`config.mk`:
```
export PLATFORM = sky130hd
export DESIGN_NAME = power_rail_sequencer
export DESIGN_NICKNAME = d
export VERILOG_FILES = /design/src/rtl/power_rail_sequencer.sv
export SDC_FILE = /design/constraint.sdc
export NUM_CORES = 1
export LEC_CHECK = 0
export CORE_MARGIN = 2
export CORE_UTILIZATION = 34
export DETAILED_ROUTE_END_ITERATION = 7
export SLEW_MARGIN = 0
export SYNTH_ARGS = -nofsm -noshare
export SYNTH_HDL_FRONTEND = slang
export SYNTH_SLANG_ARGS = --single-unit
```
`constraint.sdc`:
```
create_clock -name sysclk -period 3.44 [get_ports sysclk]
set_input_delay 0.86 -clock sysclk [delete_from_list [all_inputs] [get_ports sysclk]]
set_output_delay 0.86 -clock sysclk [all_outputs]
set_load 0.005 [all_outputs]
```
`src/rtl/power_rail_sequencer.sv`:
```
// power_rail_sequencer
// Brings NUM_RAILS regulator enables up in index order and down in reverse
// order. Every power-good input is debounced, each step has a timeout, and
// the first failing rail is latched. All decisions run on a divided tick
// enable; there are no derived clocks.
// Optional feature macro: POWER_SEQ_AUTO_RETRY_EN. When it is defined, the
// sequencer may restart up to 3 times after a fault, then locks out in OFF
// until clear_fault.
module power_rail_sequencer #(
  parameter int NUM_RAILS      = 4,
  parameter int TICK_DIV       = 500,
  parameter int DEBOUNCE_TICKS = 3,
  parameter int TIMEOUT_TICKS  = 255,
  parameter int RESTART_TICKS  = 250
) (
  input  logic                 sysclk,
  input  logic                 reset,
  input  logic                 enable,
  input  logic                 clear_fault,
  input  logic [NUM_RAILS-1:0] rail_good,
  output logic [NUM_RAILS-1:0] rail_en,
  output logic                 all_good,
  output logic                 fault,
  output logic [3:0]           fault_rail,
  output logic [1:0]           state,
  output logic [3:0]           rail_idx
);

  localparam int              TW          = $clog2(TICK_DIV);
  localparam logic [TW-1:0]   TICK_LAST   = TW'(TICK_DIV - 1);
  localparam logic [3:0]      DEB_MAX     = 4'(DEBOUNCE_TICKS);
  localparam logic [7:0]      TIMEOUT_VAL = 8'(TIMEOUT_TICKS);
  localparam logic [7:0]      RESTART_VAL = 8'(RESTART_TICKS);
  localparam logic [3:0]      LAST_IDX    = 4'(NUM_RAILS - 1);

  typedef enum logic [1:0] {
    ST_OFF  = 2'd0,
    ST_UP   = 2'd1,
    ST_ON   = 2'd2,
    ST_DOWN = 2'd3
  } state_t;

  state_t                 state_q;
  state_t                 state_nxt;
  logic [3:0]             idx_nxt;
  logic [TW-1:0]          tick_cnt;
  logic                   tick;
  logic [3:0]             db_cnt [NUM_RAILS];
  logic [NUM_RAILS-1:0]   ok;
  logic                   ok_cur;
  logic [NUM_RAILS-1:0]   fail_mask;
  logic [7:0]             step_timer;
  logic                   timeout;
  logic                   fault_set;
  logic [3:0]             fault_idx;
  logic                   clear_req;
  logic                   start_ok;

  // Lowest set bit of a failing-rail mask; this is the rail reported on a fault.
  function automatic logic [3:0] lowest_set(input logic [NUM_RAILS-1:0] m);
    logic [3:0] r;
    r = '0;
    for (int i = NUM_RAILS - 1; i >= 0; i--) begin
      if (m[i]) r = 4'(i);
    end
    return r;
  endfunction

  assign tick    = (tick_cnt == TICK_LAST);
  assign timeout = (step_timer == TIMEOUT_VAL);
  assign state   = state_q;

  // Free-running tick divider; tick is a one-cycle pulse at the top count.
  always_ff @(posedge sysclk) begin
    if (reset)     tick_cnt <= '0;
    else if (tick) tick_cnt <= '0;
    else           tick_cnt <= tick_cnt + 1'b1;
  end

  // Per-rail debounce: a low sample restarts the count, good samples saturate.
  always_ff @(posedge sysclk) begin
    if (reset) begin
      for (int j = 0; j < NUM_RAILS; j++) db_cnt[j] <= '0;
    end else if (tick) begin
      for (int j = 0; j < NUM_RAILS; j++) begin
        if (!rail_good[j])            db_cnt[j] <= '0;
        else if (db_cnt[j] != DEB_MAX) db_cnt[j] <= db_cnt[j] + 4'd1;
      end
    end
  end

  // A rail counts as ok only once its debounce count is saturated.
  always_comb begin
    ok = '0;
    for (int j = 0; j < NUM_RAILS; j++) ok[j] = (db_cnt[j] == DEB_MAX);
  end

  // Step timer restarts whenever the state or step index moves.
  always_ff @(posedge sysclk) begin
    if (reset)                                              step_timer <= '0;
    else if ((state_nxt != state_q) || (idx_nxt != rail_idx)) step_timer <= '0;
    else if (tick && (step_timer != 8'hFF))                 step_timer <= step_timer + 8'd1;
  end

`ifdef POWER_SEQ_AUTO_RETRY_EN
  logic [1:0] retry_cnt;

  assign start_ok = !fault || (retry_cnt != 2'd3);

  // Counts restarts taken while a fault is latched; a clean ON run forgives them.
  always_ff @(posedge sysclk) begin
    if (reset)                                          retry_cnt <= '0;
    else if (clear_req)                                 retry_cnt <= '0;
    else if ((state_nxt == ST_ON) && (state_q != ST_ON)) retry_cnt <= '0;
    else if ((state_q == ST_OFF) && (state_nxt == ST_UP) && fault)
                                                        retry_cnt <= retry_cnt + 2'd1;
  end
`else
  assign start_ok = !fault;
`endif

  // State register: sequencer phase and current step index.
  always_ff @(posedge sysclk) begin
    if (reset) begin
      state_q  <= ST_OFF;
      rail_idx <= '0;
    end else begin
      state_q  <= state_nxt;
      rail_idx <= idx_nxt;
    end
  end

  // Next-state logic; only tick cycles may move the sequencer.
  always_comb begin
    state_nxt = state_q;
    idx_nxt   = rail_idx;
    fault_set = 1'b0;
    fault_idx = '0;
    clear_req = 1'b0;
    ok_cur    = 1'b0;
    fail_mask = '0;
    for (int j = 0; j < NUM_RAILS; j++) begin
      if (int'(rail_idx) == j) ok_cur = ok[j];
    end
    if (tick) begin
      case (state_q)
        ST_OFF: begin
          if (clear_fault) begin
            clear_req = 1'b1;
          end else if (enable && (step_timer >= RESTART_VAL) && start_ok) begin
            state_nxt = ST_UP;
            idx_nxt   = '0;
          end
        end
        ST_UP: begin
          // Rails already up must stay ok; the current rail fails only by timeout.
          for (int j = 0; j < NUM_RAILS; j++) begin
            fail_mask[j] = ((j < int'(rail_idx)) && !ok[j]) ||
                           (timeout && (j == int'(rail_idx)));
          end
          if (|fail_mask) begin
            fault_set = 1'b1;
            fault_idx = lowest_set(fail_mask);
          end
          if (!enable || (|fail_mask)) begin
            state_nxt = ST_DOWN;
          end else if (ok_cur) begin
            if (rail_idx == LAST_IDX) state_nxt = ST_ON;
            else                      idx_nxt   = rail_idx + 4'd1;
          end
        end
        ST_ON: begin
          fail_mask = ~ok;
          if (|fail_mask) begin
            fault_set = 1'b1;
            fault_idx = lowest_set(fail_mask);
          end
          if ((|fail_mask) || !enable) begin
            state_nxt = ST_DOWN;
            idx_nxt   = LAST_IDX;
          end
        end
        ST_DOWN: begin
          // Wait for the rail just switched off to drop, or give up on timeout.
          if (!ok_cur || timeout) begin
            if (rail_idx == 4'd0) state_nxt = ST_OFF;
            else                  idx_nxt   = rail_idx - 4'd1;
          end
        end
        default: ;
      endcase
    end
  end

  // First-fault latch; a clear in OFF is the only way out.
  always_ff @(posedge sysclk) begin
    if (reset) begin
      fault      <= 1'b0;
      fault_rail <= '0;
    end else if (clear_req) begin
      fault      <= 1'b0;
      fault_rail <= '0;
    end else if (fault_set && !fault) begin
      fault      <= 1'b1;
      fault_rail <= fault_idx;
    end
  end

  // Regulator enables decoded from phase and index; reset kills them at once.
  always_comb begin
    rail_en = '0;
    for (int j = 0; j < NUM_RAILS; j++) begin
      case (state_q)
        ST_UP:   rail_en[j] = (j <= int'(rail_idx));
        ST_ON:   rail_en[j] = 1'b1;
        ST_DOWN: rail_en[j] = (j < int'(rail_idx));
        default: rail_en[j] = 1'b0;
      endcase
    end
    if (reset) rail_en = '0;
    all_good = (state_q == ST_ON);
  end

endmodule
```
# Word level (Yosys, flattened, before mapping)
# Memories as Yosys holds them, arrays and structs flattened.
# Index checks and enable logic that the tools add are counted.
[classes]
n_bitwise = 9
reduce_logical = 36
mux = 94
n_addsub = 8
n_shift = 0
div_mod_pow = 0
n_eq_ne = 23
mul = 0
n_lt_le_gt_ge = 8
[op_table]
columns = ["op", "count"]
rows = [
  ["two-way mux 4 bit", 27],
  ["two-way mux 1 bit", 48],
  ["== test 4 x 2 -> 1 bit, second input constant", 6],
  ["two-way mux 2 bit", 11],
  ["adder 4 x 1 -> 4 bit, second input constant", 5],
  ["inequality test 4 x 2 -> 1 bit, second input constant", 4],
  ["one-hot mux 4 bit (4 select lines)", 1],
  ["logical AND 1 bit", 12],
  ["adder 9 x 1 -> 9 bit, second input constant", 1],
  ["== test 9 bit, second input constant", 1],
  ["one-hot mux 1 bit (3 select lines)", 3],
  ["adder 8 x 1 -> 8 bit, second input constant", 1],
  ["== test 3 x 4 -> 1 bit, first input constant", 2],
  ["== test 4 x 3 -> 1 bit, second input constant", 2],
  ["== test 8 bit, second input constant", 1],
  [">= comparator 8 bit, second input constant", 1],
  ["less-or-equal comparator 2 x 4 -> 1 bit, first input constant", 2],
  ["zero test 4 bit", 2],
  ["logical OR 1 bit", 8],
  ["less-than comparator 1 x 4 -> 1 bit, first input constant", 2],
  ["less-than comparator 2 x 4 -> 1 bit, first input constant", 2],
  ["inequality test 8 bit, second input constant", 1],
  ["OR 1 bit", 8],
  ["one-hot mux 2 bit (4 select lines)", 1],
  ["14 further kinds", 26],
]
[totals]
register_bits = 28
inputBits = 8
mem_bits_rw = 16
latch_bits = 0
n_memories = 1
output_inout_bits = 16
wordCells = 185
rom_bits = 0
[memory_table]
columns = ["name", "depth", "word_bits", "rd", "rd_ports_with_merged_regs", "wr", "line", "rtl"]
rows = [
  ["db_cnt", 4, 4, 4, 0, 4, "48", "logic [3:0] db_cnt [NUM_RAILS];"],
]

# Longest topological paths before layout
# An unclocked memory read counts as a cell.
[depth]
word_depth = 14
mapped_depth = 11
ltp_nobuf = 10

# Worst setup path after synthesis
# OpenSTA, ideal clock, no wires.
[synth_timing]
path_type = "reg2reg"
start = "reg rail_idx[0]"
end = "reg step_timer[3]"
path_buffers = 0
setup_ns = 0.060
slack_ns = 0.786
stages_incl_launch_ff = 11
t_arrival_ns = 2.594
t_required_ns = 3.380
cell_sequence = "dfxtp_1 inv_1 ha_1 nor4b_1 a32oi_1 o22ai_1 o41a_1 o211ai_1 nand4_1 nor3_2 and3b_1"
[synth_between]
elab_chain_cells = 13
word_cells_on_any_way = 56
classes_between = "add/sub (2); order compare (4); eq/ne (9); mux (21); reduce/logical (20)"
[synth_lines]
columns = ["item", "line", "rtl"]
rows = [
  ["start: declaration", "26", "output logic [3:0] rail_idx"],
  ["start signal: assignment", "129", "rail_idx <= idx_nxt;"],
  ["zero test 4 bit", "143, 159", ""],
  ["two-way mux 1 bit (4 in series)", "143", "if (int'(rail_idx) == j) ok_cur = ok[j];"],
  ["zero test 1 bit", "185", "if (!ok_cur || timeout) begin"],
  ["logical OR 1 bit", "185", ""],
  ["two-way mux 4 bit or two-way mux 2 bit (tied branches)", "185", ""],
  ["one-hot mux 4 bit (4 select lines) or one-hot mux 2 bit (4 select lines) (tied branches)", "146", "case (state_q)"],
  ["two-way mux 4 bit or two-way mux 2 bit (tied branches)", "145", "if (tick) begin"],
  ["inequality test 4 bit or inequality test 2 bit (tied branches)", "101", "else if ((state_nxt != state_q) || (idx_nxt != rail_idx)) step_timer <= '0;"],
  ["logical OR 1 bit (*)", "101", ""],
  ["OR reduction 2 bit (no source line) (*)", "-", ""],
  ["end signal: assignment", "102", "else if (tick && (step_timer != 8'hFF)) step_timer <= step_timer + 8'd1;"],
  ["end: declaration", "52", "logic [7:0] step_timer;"],
]
# Mark *: on every way between the ends. The rest lies on a longest branch, timed or not.
# A chain may end at the register's enable or synchronous reset.

# Worst setup path after layout
[layout_timing]
start = "reg rail_idx[1]"
end = "out rail_en[1]"
[layout_between]
elab_chain_cells = 3
word_cells_on_any_way = 4
classes_between = "order compare (2); mux (2)"
[layout_lines]
columns = ["item", "line", "rtl"]
rows = [
  ["less-than comparator 1 x 4 -> 1 bit or less-or-equal comparator 1 x 4 -> 1 bit (tied branches)", "216, 214", ""],
  ["one-hot mux 1 bit (3 select lines) (*)", "213", "case (state_q)"],
  ["two-way mux 4 bit (*)", "220", "if (reset) rail_en = '0;"],
  ["end: declaration", "21", "output logic [NUM_RAILS-1:0] rail_en,"],
]
# Marks and branches as above.

==> results.txt <==
result of the run: finished clean
# diodes: 0
combinational group share of total power: 5.1%
worst min path class: flip-flop to flip-flop
crit path launch: rail_idx[1]
initial antenna violation count: 0
combined area of all synthesized cells: 3020 um2
die outline area: 9650 um2
CTS Root Buffer Type: sky130_fd_sc_hd__clkbuf_8
post-DR wirelength/cell: 15.8 um
Detail Route Antenna Nets: 0
Critical path buffers and inverters: 2
number of global-route vias before repair: 2780
Peak Freq: 0.317 GHz
maximum net fanout on the critical path: 6
clock buffers created by TritonCTS: 5
area fraction of the dominant cell type after synthesis: 17.2%
setup violation total in the final timing report: 0
total of flip-flops plus latches after synthesis: 42
area delta synth->final: 16.5%
quantity of gates resized following cts: 0
Via-to-Cell Ratio: 5.68
setup repair after global routing missed its margin: false
pwr dens: 274 nW/um2
clk_skew: 0.00658 ns
hold wc startpoint: tick_cnt[0]
Die W: 98.2 um
worst endpoint data arrival time: 2.30 ns
cell-by-cell listing of the critical path: inv_1 -> ha_1 -> nor2_1 -> a211oi_1 -> o21a_1 -> nor3_1 -> clkdlybuf4s50_1
simple logic cell fraction of the synthesized area: 27.2%
sequential power share: 55.3%
number of enable-type register cells in the synthesized netlist: 16
CTS hold repair buffers: 0
Final HPWL DP: 5970 um
proportion of synthesized area in mux cells: 0.332%
Buffers on Ports: 21
share of the synthesized netlist area taken by xor and xnor gates: 6.09%
number of placement rows: 34
Final TNS setup: 0 ns
max incr delay on CP: 0.54 ns
cell types with the largest area share after synthesis: sky130_fd_sc_hd__dfxtp_1 17%, sky130_fd_sc_hd__edfxtp_1 16%, sky130_fd_sc_hd__ha_1 7.0%, sky130_fd_sc_hd__nor2_1 6.1%, sky130_fd_sc_hd__xnor2_1 4.4%
biggest area consumer among synthesized cells: sky130_fd_sc_hd__dfxtp_1
core region area: 8680 um2
dpl ws: 0.129 ns
net switching fraction of the power: 22.8%
total length of routed wires: 7900 um
share of synthesized cell area in full adder, half adder and majority cells: 7.05%
final weighted congestion of routability-driven global placement: 0.946
leakage power total: 1.24 nW
Sw Pwr: 0.219 mW
kind of cell adding the most delay to the critical path: buffers and inverters
beginning of the worst register-to-register path: rail_idx[0]
final worst path period need: 3.16 ns
vias post-DR: 2834
instance count of the mapped netlist: 363
num ports: 24
GRT Overall Usage: 17.0%
final period utilization: 91.8%
number of distinct library cells after synthesis: 70
fillcell total: 878
largest family of logic cells by synthesized area: simple AND/OR/NAND/NOR gates
type of destination of the critical path: output port
final number of hold-violating endpoints: 0
asr flop ratio synth: 0%
Yosys warning count: 0
complex-gate fraction of the synthesized area: 21.0%
largest net degree at the start of global routing: 17
count of H-tree levels built during CTS: 2
largest voltage drop on the vdd net: 0.000133 V
worst endpoint required time: 2.58 ns
part of the total power dissipated in the clock network: 39.6%
Clock Pin Slew Worst Setup and Hold Paths: 0.09 ns
cell with the largest stage delay on the worst path: sky130_fd_sc_hd__clkdlybuf4s50_1
Nets: 415
Clk Latency, worst-skew pair: 0.31 ns
CTS Buffer Depth: 2
post-CTS setup buffer count: 0
initial core utilization: 34.8%
Max-Cap Viols: 0
fraction of final layout cells sized beyond drive strength 1: 9.46%
category of the most critical setup path: flip-flop to output port
headroom to the max-slew limit: 53.5%
total congestion overflow after global routing: 0
count of final max-slew check failures: 0
number of detailed-routing iterations run before antenna repair: 5
mean area per synthesized cell: 8.31 um2
leading register cell type out of synthesis: sky130_fd_sc_hd__dfxtp_1
number of design-rule violations left by the first detailed-router iteration: 241
design internal power: 0.743 mW
kind of start point of the critical path: flip-flop
CTS tree: built
proportion of synthesized chip area in sequential cells: 33.2%
wire length of the first global-routing pass: 13400 um
register area: 1000 um2
Worst Tran Pin Value: 0.696 ns
area of the multi-input gates: 1880 um2
residual DRC count: 0
setup slack of the critical path after layout: 0.283 ns
Die Span Y: 98.2 um
total number of clock tree sinks: 42
path summary, 6_finish.rpt:
path                   end  slack [ns]  cells past startpoint
max reg2reg  step_timer[3]        0.41                     11
min reg2reg    tick_cnt[0]        0.45                      1
min            tick_cnt[0]        0.45                      1
max             rail_en[1]        0.28                      7
flip-flops by register name, indices dropped and copies added, names as in the netlist:
signal      count
rail_idx        4
fault           1
state           2
tick_cnt        9
db_cnt         16
fault_rail      2
step_timer      8
cell usage after synthesis, drive strengths merged (5+ instances only):
| library cell | count |
|---|---|
| nand2 | 27 |
| o21ai | 13 |
| o22ai | 5 |
| and2 | 7 |
| nor2 | 49 |
| nor3 | 18 |
| ha | 17 |
| nand4 | 6 |
| edfxtp | 16 |
| nor3b | 5 |
| and3 | 7 |
| dfxtp | 26 |
| xnor2 | 15 |
| buf | 5 |
| a21oi | 17 |
| xor2 | 6 |
| a21o | 5 |
| clkbuf | 13 |
| nand3 | 18 |
| inv | 15 |
power groups by stage:
stage                     combinational [mW]  sequential (mW)  clock, mW
after floorplan                       0.0310            0.542          0
after global placement                0.0487            0.543          0
after detailed placement              0.0491            0.544          0
after CTS                             0.0495            0.532      0.393
after global routing                  0.0545            0.534      0.413
final                                 0.0493            0.532      0.381
stage by stage:
stage | instance area [um2] | hold slack, ns | power, mW | utilization (%) | std cells
6_report | 3510 | 0.453 | 0.962 | 40.5 | 499
5_1_grt | 3510 | 0.497 | 1.00 | 40.5 | 499
4_1_cts | 3510 | 0.458 | 0.975 | 40.5 | 499
3_5_place_dp | 3400 | 0.444 | 0.593 | 39.2 | 491
3_3_place_gp | 3400 | 0.435 | 0.592 | 39.2 | 491
2_1_floorplan | 3020 | 0.424 | 0.573 | - | 364
layout by cell type, fill, tap and decap left out, types with 6 or more instances in the layout:
master / n
sky130_fd_sc_hd__a21oi_1: 17
sky130_fd_sc_hd__and2_1: 6
sky130_fd_sc_hd__buf_4: 16
sky130_fd_sc_hd__clkdlybuf4s50_1: 21
sky130_fd_sc_hd__dfxtp_1: 26
sky130_fd_sc_hd__edfxtp_1: 16
sky130_fd_sc_hd__ha_1: 16
sky130_fd_sc_hd__inv_1: 15
sky130_fd_sc_hd__nand2_1: 27
sky130_fd_sc_hd__nand3_1: 18
sky130_fd_sc_hd__nand4_1: 6
sky130_fd_sc_hd__nor2_1: 49
sky130_fd_sc_hd__nor3_1: 17
sky130_fd_sc_hd__o21ai_0: 13
sky130_fd_sc_hd__xnor2_1: 15
sky130_fd_sc_hd__xor2_1: 6
layout make-up:
type | instances | share of cell area, %
Timing Repair Buffer | 37 | 9.40
Multi-Input combinational cell | 288 | 53.5
Sequential cell | 42 | 28.5
Inverter | 16 | 1.71
Clock inverter | 1 | 0.214
Clock buffer | 7 | 2.88
Tap cell | 108 | 3.84
cells by family after synthesis:
kind of cell    after synthesis
other cells                   1
buf+inv                      34
simple gates                157
fa+ha+maj                    17
xor+xnor                     21
flops                        42
mux                           1
compound gates               90
per-layer routing:
metal	track usage, %	routed length, um	vias up
met5	0	0	-
met4	7.59	204	0
met3	3.22	469	20
met2	25.6	3340	107
met1	23.7	3880	1316
li1	-	-	1391
(Power assumes the default switching activity.)
